[src/rtl/pipe_ctrl.sv]
// pipe_ctrl: redirect, stall and flush control for the PC, IF/ID and ID/EX registers.
// The bus-stall watchdog is built only when PIPE_CTRL_TIMEOUT_EN is defined.
module pipe_ctrl #(
  parameter int FLUSH_CYCLES = 1,
  parameter int TIMEOUT      = 255
) (
  input  logic        clk,
  input  logic        rst,
  input  logic        jump_flag_i,
  input  logic [31:0] jump_addr_i,
  input  logic        hold_bus_i,
  input  logic        hold_ex_i,
  output logic        jump_o,
  output logic [31:0] jump_addr_o,
  output logic        stall_pc_o,
  output logic        stall_if_id_o,
  output logic        flush_if_id_o,
  output logic        flush_id_ex_o,
  output logic        bus_err_o
);

  localparam logic [1:0] ST_RUN      = 2'd0;
  localparam logic [1:0] ST_FLUSH    = 2'd1;
  localparam logic [1:0] ST_BUS_WAIT = 2'd2;

  localparam logic [1:0] FLUSH_RELOAD = 2'(FLUSH_CYCLES - 1);
  localparam bit         MULTI_FLUSH  = (FLUSH_CYCLES > 1);

  generate
    if (FLUSH_CYCLES < 1 || FLUSH_CYCLES > 4) begin : g_bad_flush
      $error("pipe_ctrl: FLUSH_CYCLES must be in 1..4");
    end
    if (TIMEOUT < 1 || TIMEOUT > 65535) begin : g_bad_timeout
      $error("pipe_ctrl: TIMEOUT must be in 1..65535");
    end
  endgenerate

  logic [1:0]  state, state_next;
  logic [1:0]  flush_cnt, flush_cnt_next;
  logic        pend_vld, pend_vld_next;
  logic [31:0] pend_addr, pend_addr_next;

  logic        use_pend;
  logic        issue;
  logic [31:0] issue_addr;
  logic        ex_stall;
  logic        flushing;

  // Decision flags encode the priority bus stall > jump (pending first) > EX stall.
  always_comb begin
    use_pend   = (state == ST_BUS_WAIT) && pend_vld;
    issue      = !hold_bus_i && (use_pend || jump_flag_i);
    issue_addr = use_pend ? pend_addr : jump_addr_i;
    // EX only carries bubbles while a flush drains, so hold_ex_i is not honoured then.
    ex_stall   = !hold_bus_i && !issue && hold_ex_i && (state != ST_FLUSH);
    flushing   = !hold_bus_i && !issue && (state == ST_FLUSH);
  end

  always_comb begin
    jump_o        = 1'b0;
    jump_addr_o   = 32'h0;
    stall_pc_o    = 1'b0;
    stall_if_id_o = 1'b0;
    flush_if_id_o = 1'b0;
    flush_id_ex_o = 1'b0;
    if (rst) begin
      stall_pc_o    = 1'b1;
      flush_if_id_o = 1'b1;
      flush_id_ex_o = 1'b1;
    end else begin
      jump_o        = issue;
      jump_addr_o   = issue ? issue_addr : 32'h0;
      stall_pc_o    = hold_bus_i | ex_stall;
      stall_if_id_o = hold_bus_i | ex_stall;
      flush_if_id_o = issue | flushing;
      flush_id_ex_o = hold_bus_i | ex_stall | issue | flushing;
    end
  end

  always_comb begin
    state_next     = state;
    flush_cnt_next = flush_cnt;
    pend_vld_next  = pend_vld;
    pend_addr_next = pend_addr;
    if (hold_bus_i) begin
      // A bus stall abandons any flush; a jump seen now is parked for replay.
      state_next     = ST_BUS_WAIT;
      flush_cnt_next = 2'd0;
      if (jump_flag_i) begin
        pend_vld_next  = 1'b1;
        pend_addr_next = jump_addr_i;
      end
    end else if (issue) begin
      if (use_pend) begin
        pend_vld_next = 1'b0;
      end
      if (MULTI_FLUSH) begin
        state_next     = ST_FLUSH;
        flush_cnt_next = FLUSH_RELOAD;
      end else begin
        state_next     = ST_RUN;
        flush_cnt_next = 2'd0;
      end
    end else if (flushing) begin
      flush_cnt_next = flush_cnt - 2'd1;
      state_next     = (flush_cnt <= 2'd1) ? ST_RUN : ST_FLUSH;
    end else begin
      state_next = ST_RUN;
    end
  end

  always_ff @(posedge clk or posedge rst) begin
    if (rst) begin
      state     <= ST_RUN;
      flush_cnt <= 2'd0;
      pend_vld  <= 1'b0;
      pend_addr <= 32'h0;
    end else begin
      state     <= state_next;
      flush_cnt <= flush_cnt_next;
      pend_vld  <= pend_vld_next;
      pend_addr <= pend_addr_next;
    end
  end

`ifdef PIPE_CTRL_TIMEOUT_EN
  localparam logic [15:0] TO_MAX = 16'(TIMEOUT);

  logic [15:0] to_cnt;
  logic        bus_err_reg;

  // The pulse is raised on the edge where to_cnt lands on TO_MAX, so saturation blocks repeats.
  always_ff @(posedge clk or posedge rst) begin
    if (rst) begin
      to_cnt      <= 16'd0;
      bus_err_reg <= 1'b0;
    end else if (!hold_bus_i) begin
      to_cnt      <= 16'd0;
      bus_err_reg <= 1'b0;
    end else begin
      if (to_cnt != TO_MAX) begin
        to_cnt <= to_cnt + 16'd1;
      end
      bus_err_reg <= (to_cnt == TO_MAX - 16'd1);
    end
  end

  assign bus_err_o = bus_err_reg;
`else
  assign bus_err_o = 1'b0;
`endif

endmodule

[config.mk]
export PLATFORM = sky130hd
export DESIGN_NAME = pipe_ctrl
export DESIGN_NICKNAME = d
export VERILOG_FILES = /design/src/rtl/pipe_ctrl.sv
export SDC_FILE = /design/constraint.sdc
export NUM_CORES = 1
export LEC_CHECK = 0
export ABC_AREA = 1
export CORE_MARGIN = 2
export CORE_UTILIZATION = 40
export CTS_CLUSTER_DIAMETER = 120
export DETAILED_ROUTE_END_ITERATION = 6
export GPL_ROUTABILITY_DRIVEN = 0
export GPL_TIMING_DRIVEN = 0
export PLACE_DENSITY = 0.8
export SLEW_MARGIN = 15
export SYNTH_ARGS = -nofsm -noshare
export SYNTH_HDL_FRONTEND = slang
export SYNTH_SLANG_ARGS = --single-unit
[constraint.sdc]
create_clock -name clk -period 5.4 [get_ports clk]
set_input_delay 0.81 -clock clk [delete_from_list [all_inputs] [get_ports clk]]
set_output_delay 0.81 -clock clk [all_outputs]
set_load 0.005 [all_outputs]
==> qor.csv <==
stage,metric,value,unit
setup_path,r2r-end,flush_cnt[0],
logic_synthesis,synth.area.top_cells,"dfrtp_1 42%, mux2_2 16%, a21oi_2 12%, nand4_1 9.4%, nand2_1 6.3%",
setup_path,r2r_cells,7,
clock_tree,cts.repair.resized,0,
logic_synthesis,syn_nets,257,
route,vias,1919,
route,m1WireLength,2391,um
logic_synthesis,synth_cell_types,24,
clock_tree,clk_path_buf_depth,2,
setup_path,slowest_delay,0.51,ns
route,drtPass1Iterations,4,
timing,setup_ws,1.775,ns
floorplanning,initial_core_util,40.83,%
pwr,power,704.6,uW
logic_synthesis,syn-cell-area,2207,sq um
timing,fmax,0.2759,GHz
route,drt_first_iter_violations,121,
final_layout,syn2layout_area_growth,42.18,%
outcome,outcome,"complete, no violations",
place,port_buffers,73,
timing,rsz0062_at_grt,false,
floorplanning,ioPinCount,75,
route,ant_nets,0,
timing,hold_viol,0,
setup_path,path_cells,"clkdlybuf4s50_1, inv_2, buf_16, nand3_4, buf_4, a21oi_2, clkdlybuf4s50_1",
min_path,min_from,flush_cnt[1],
logic_synthesis,ys_seq_area_share,41.95,%
logic_synthesis,synthArstFlopShare,100.0,%
logic_synthesis,synth_fa_ha_area_share,0.5669,%
floorplanning,rows,27,
route,top_layer,met4,
logic_synthesis,yosys_most_used_dff,dfrtp_1,
timing,layout_min_cycle_time,3.625,ns
timing,setup_violations,0,
place,placed_area,3055,sq um
clock_tree,cts_tree,built,
logic_synthesis,yosysWarnings,0,
logic_synthesis,synth_top_family_by_area,simple AND/OR/NAND/NOR gates,
min_path,hold_depth,2,
setup_path,crit_path_end_kind,output pin,
pwr,p_leak,1.265,nW
final_layout,n_antenna_cell,0,
setup_path,worstReg2RegStart,state[1],
clock_tree,cts_buffers,5,
setup_path,worstSetupPathType,in -> out,
setup_path,cp.required,4.59,ns
floorplanning,die_w,78.28,um
clock_tree,clk_pin_slew,0.07,ns
logic_synthesis,synth_top_cell_by_area,dfrtp_1,
final_layout,drive_above_1_share,30.90,%
route,drc_errors,0,
min_path,whs_endpoint,flush_cnt[1],
global_routing,grt_overflow,0,
logic_synthesis,yosysTopAreaCellShare,41.95,%
pwr,power_density,224.5,nW/um^2
setup_path,cp_max_fo,24,
timing,tns,0,ns
route,wl_met2,2635,um
timing,finalClockSkew,0.004201,ns
setup_path,cpMaxStageDelayCell,clkdlybuf4s50_1,
route,drt_wl_total,5372,um
floorplanning,die_area,6128,sq um
route,wl_met3,273,um
setup_path,path_common_cell,clkdlybuf4s50_1,
final_layout,area.sequential,925.9,sq um
pwr,irDropWorstVdd,0.1515,mV
final_layout,nNetsFinal,338,
route,via_per_inst,5.145,
logic_synthesis,post_synth.cell_area_avg,10.08,sq um
logic_synthesis,synthCells,219,
logic_synthesis,muxShareOfSynthArea,16.33,%
setup_path,rrSetupSlack,4.18,ns
floorplanning,core_area,5405,sq um
logic_synthesis,synth-edff-count,0,
clock_tree,hold_buffers,0,
final_layout,n_fill_cell,497,
logic_synthesis,synth-simple-area-share,18.93,%
floorplanning,die_h,78.28,um
clock_tree,clkSinkCount,37,
final_layout,fin_area,3138,sq um
global_routing,grt_usage,19.08,%
timing,slew_violations,0,
global_routing,antenna_found_initial,0,
place,post-dp-hpwl,3997,um
logic_synthesis,synth-xor-area-share,0,%
route,wire_per_inst,14.40,um
logic_synthesis,ys_seq_elements,37,
flow_run,drv_cap,0,
global_routing,grt_pass1_wl,9252,um
timing,hold_slack,0.4896,ns
setup_path,critPathLaunchType,primary input,
place,place_worst_setup_slack,1.736,ns
clock_tree,cts-root-buf,clkbuf_8,
global_routing,first_global_vias,2004,
min_path,holdCritPathClass,reg -> reg,
clock_tree,post-cts-setup-buffers,0,
clock_tree,clkLatencyLatePin,0.29,ns
clock_tree,cts_max_level,2,
timing,fin_crit_sh,67.13,%
final_layout,multi_input_area,1097,sq um
setup_path,arrival,2.82,ns
global_routing,grt_max_degree,25,
logic_synthesis,synth_compound_area_share,13.72,%
[worst max-delay path by stage]
stage	start	end	slack, ns	depth (start not counted)
2_1_floorplan	rst	jump_addr_o[13]	2.40	4
3_3_place_gp	rst	jump_addr_o[21]	1.03	6
3_5_place_dp	rst	jump_addr_o[16]	1.74	7
4_1_cts	rst	jump_addr_o[16]	1.74	7
5_1_grt	rst	jump_addr_o[19]	1.60	7
6_report	rst	jump_addr_o[21]	1.77	7
[per-stage QoR]
stage	util, %	std cells
finish	58.06	373
global route	58.06	373
floorplan	-	219
CTS	58.06	373
detailed placement	56.53	365
global placement	56.02	364
[cells in the final DEF (no fill, tap or decap)]
master,count
nand3_4,2
nand3_1,1
ha_1,1
buf_6,5
o211ai_1,1
clkdlybuf4s50_1,73
or2_1,1
clkbuf_1,4
a21oi_1,3
a41oi_1,1
clkbuf_8,5
nand2_1,37
o31ai_1,1
nor2_1,1
buf_16,1
buf_4,4
dfrtp_1,37
mux2_2,32
nand2_2,2
nor3_1,2
clkinv_2,2
inv_2,2
o21ai_0,2
inv_1,9
nand4_1,33
a21oi_2,29
conb_1,1
buf_2,9
[worst max-delay path, delay by kind of cell]
family	cells	cell delay (ns)
buf+inv	5	1.74
simple gates	1	0.13
compound gates	1	0.13
[cell type report]
class	instances	share of cell area, %
clock inverter	2	0.3190
inverter	11	1.316
clock buffer	6	2.313
tap	72	2.871
multi-input combinational	150	34.97
sequential	37	29.51
timing repair buffer	74	24.16
buffer	21	4.545
[sequential cells by signal (all words and copies together), names as in the netlist]
name / count
pend_addr: 32
flush_cnt: 2
state: 2
pend_vld: 1
[synthesized netlist by cell type (2+ instances only)]
library cell	number
inv_1	10
nand4_1	33
o21ai_0	2
nand2_2	2
a21oi_1	3
nand2_1	37
a21oi_2	29
nand3_4	2
clkbuf_1	3
buf_4	4
dfrtp_1	37
buf_2	9
mux2_2	32
nor3_1	2
buf_6	5
[power breakdown]
group,switching (mW),internal [mW]
Combinational,0.0853,0.103
Clock,0.0966,0.0894
Sequential,0.0169,0.314
[metal layers]
layer	global-route usage [%]	up-vias
met5	0	-
met4	5.439	0
li1	-	941
met3	4.368	7
met1	24.72	915
met2	32.07	56
[cell families (layout without fill, tap and decap cells)]
group	after synthesis	count (layout)
AOI/OAI and AO/OA	37	37
adders and majority gates	1	1
buffers and inverters	32	114
DFF	37	37
muxes	32	32
other	1	1
and+or+nand+nor	79	79
Note: power is estimated with default switching activity, not from simulation.
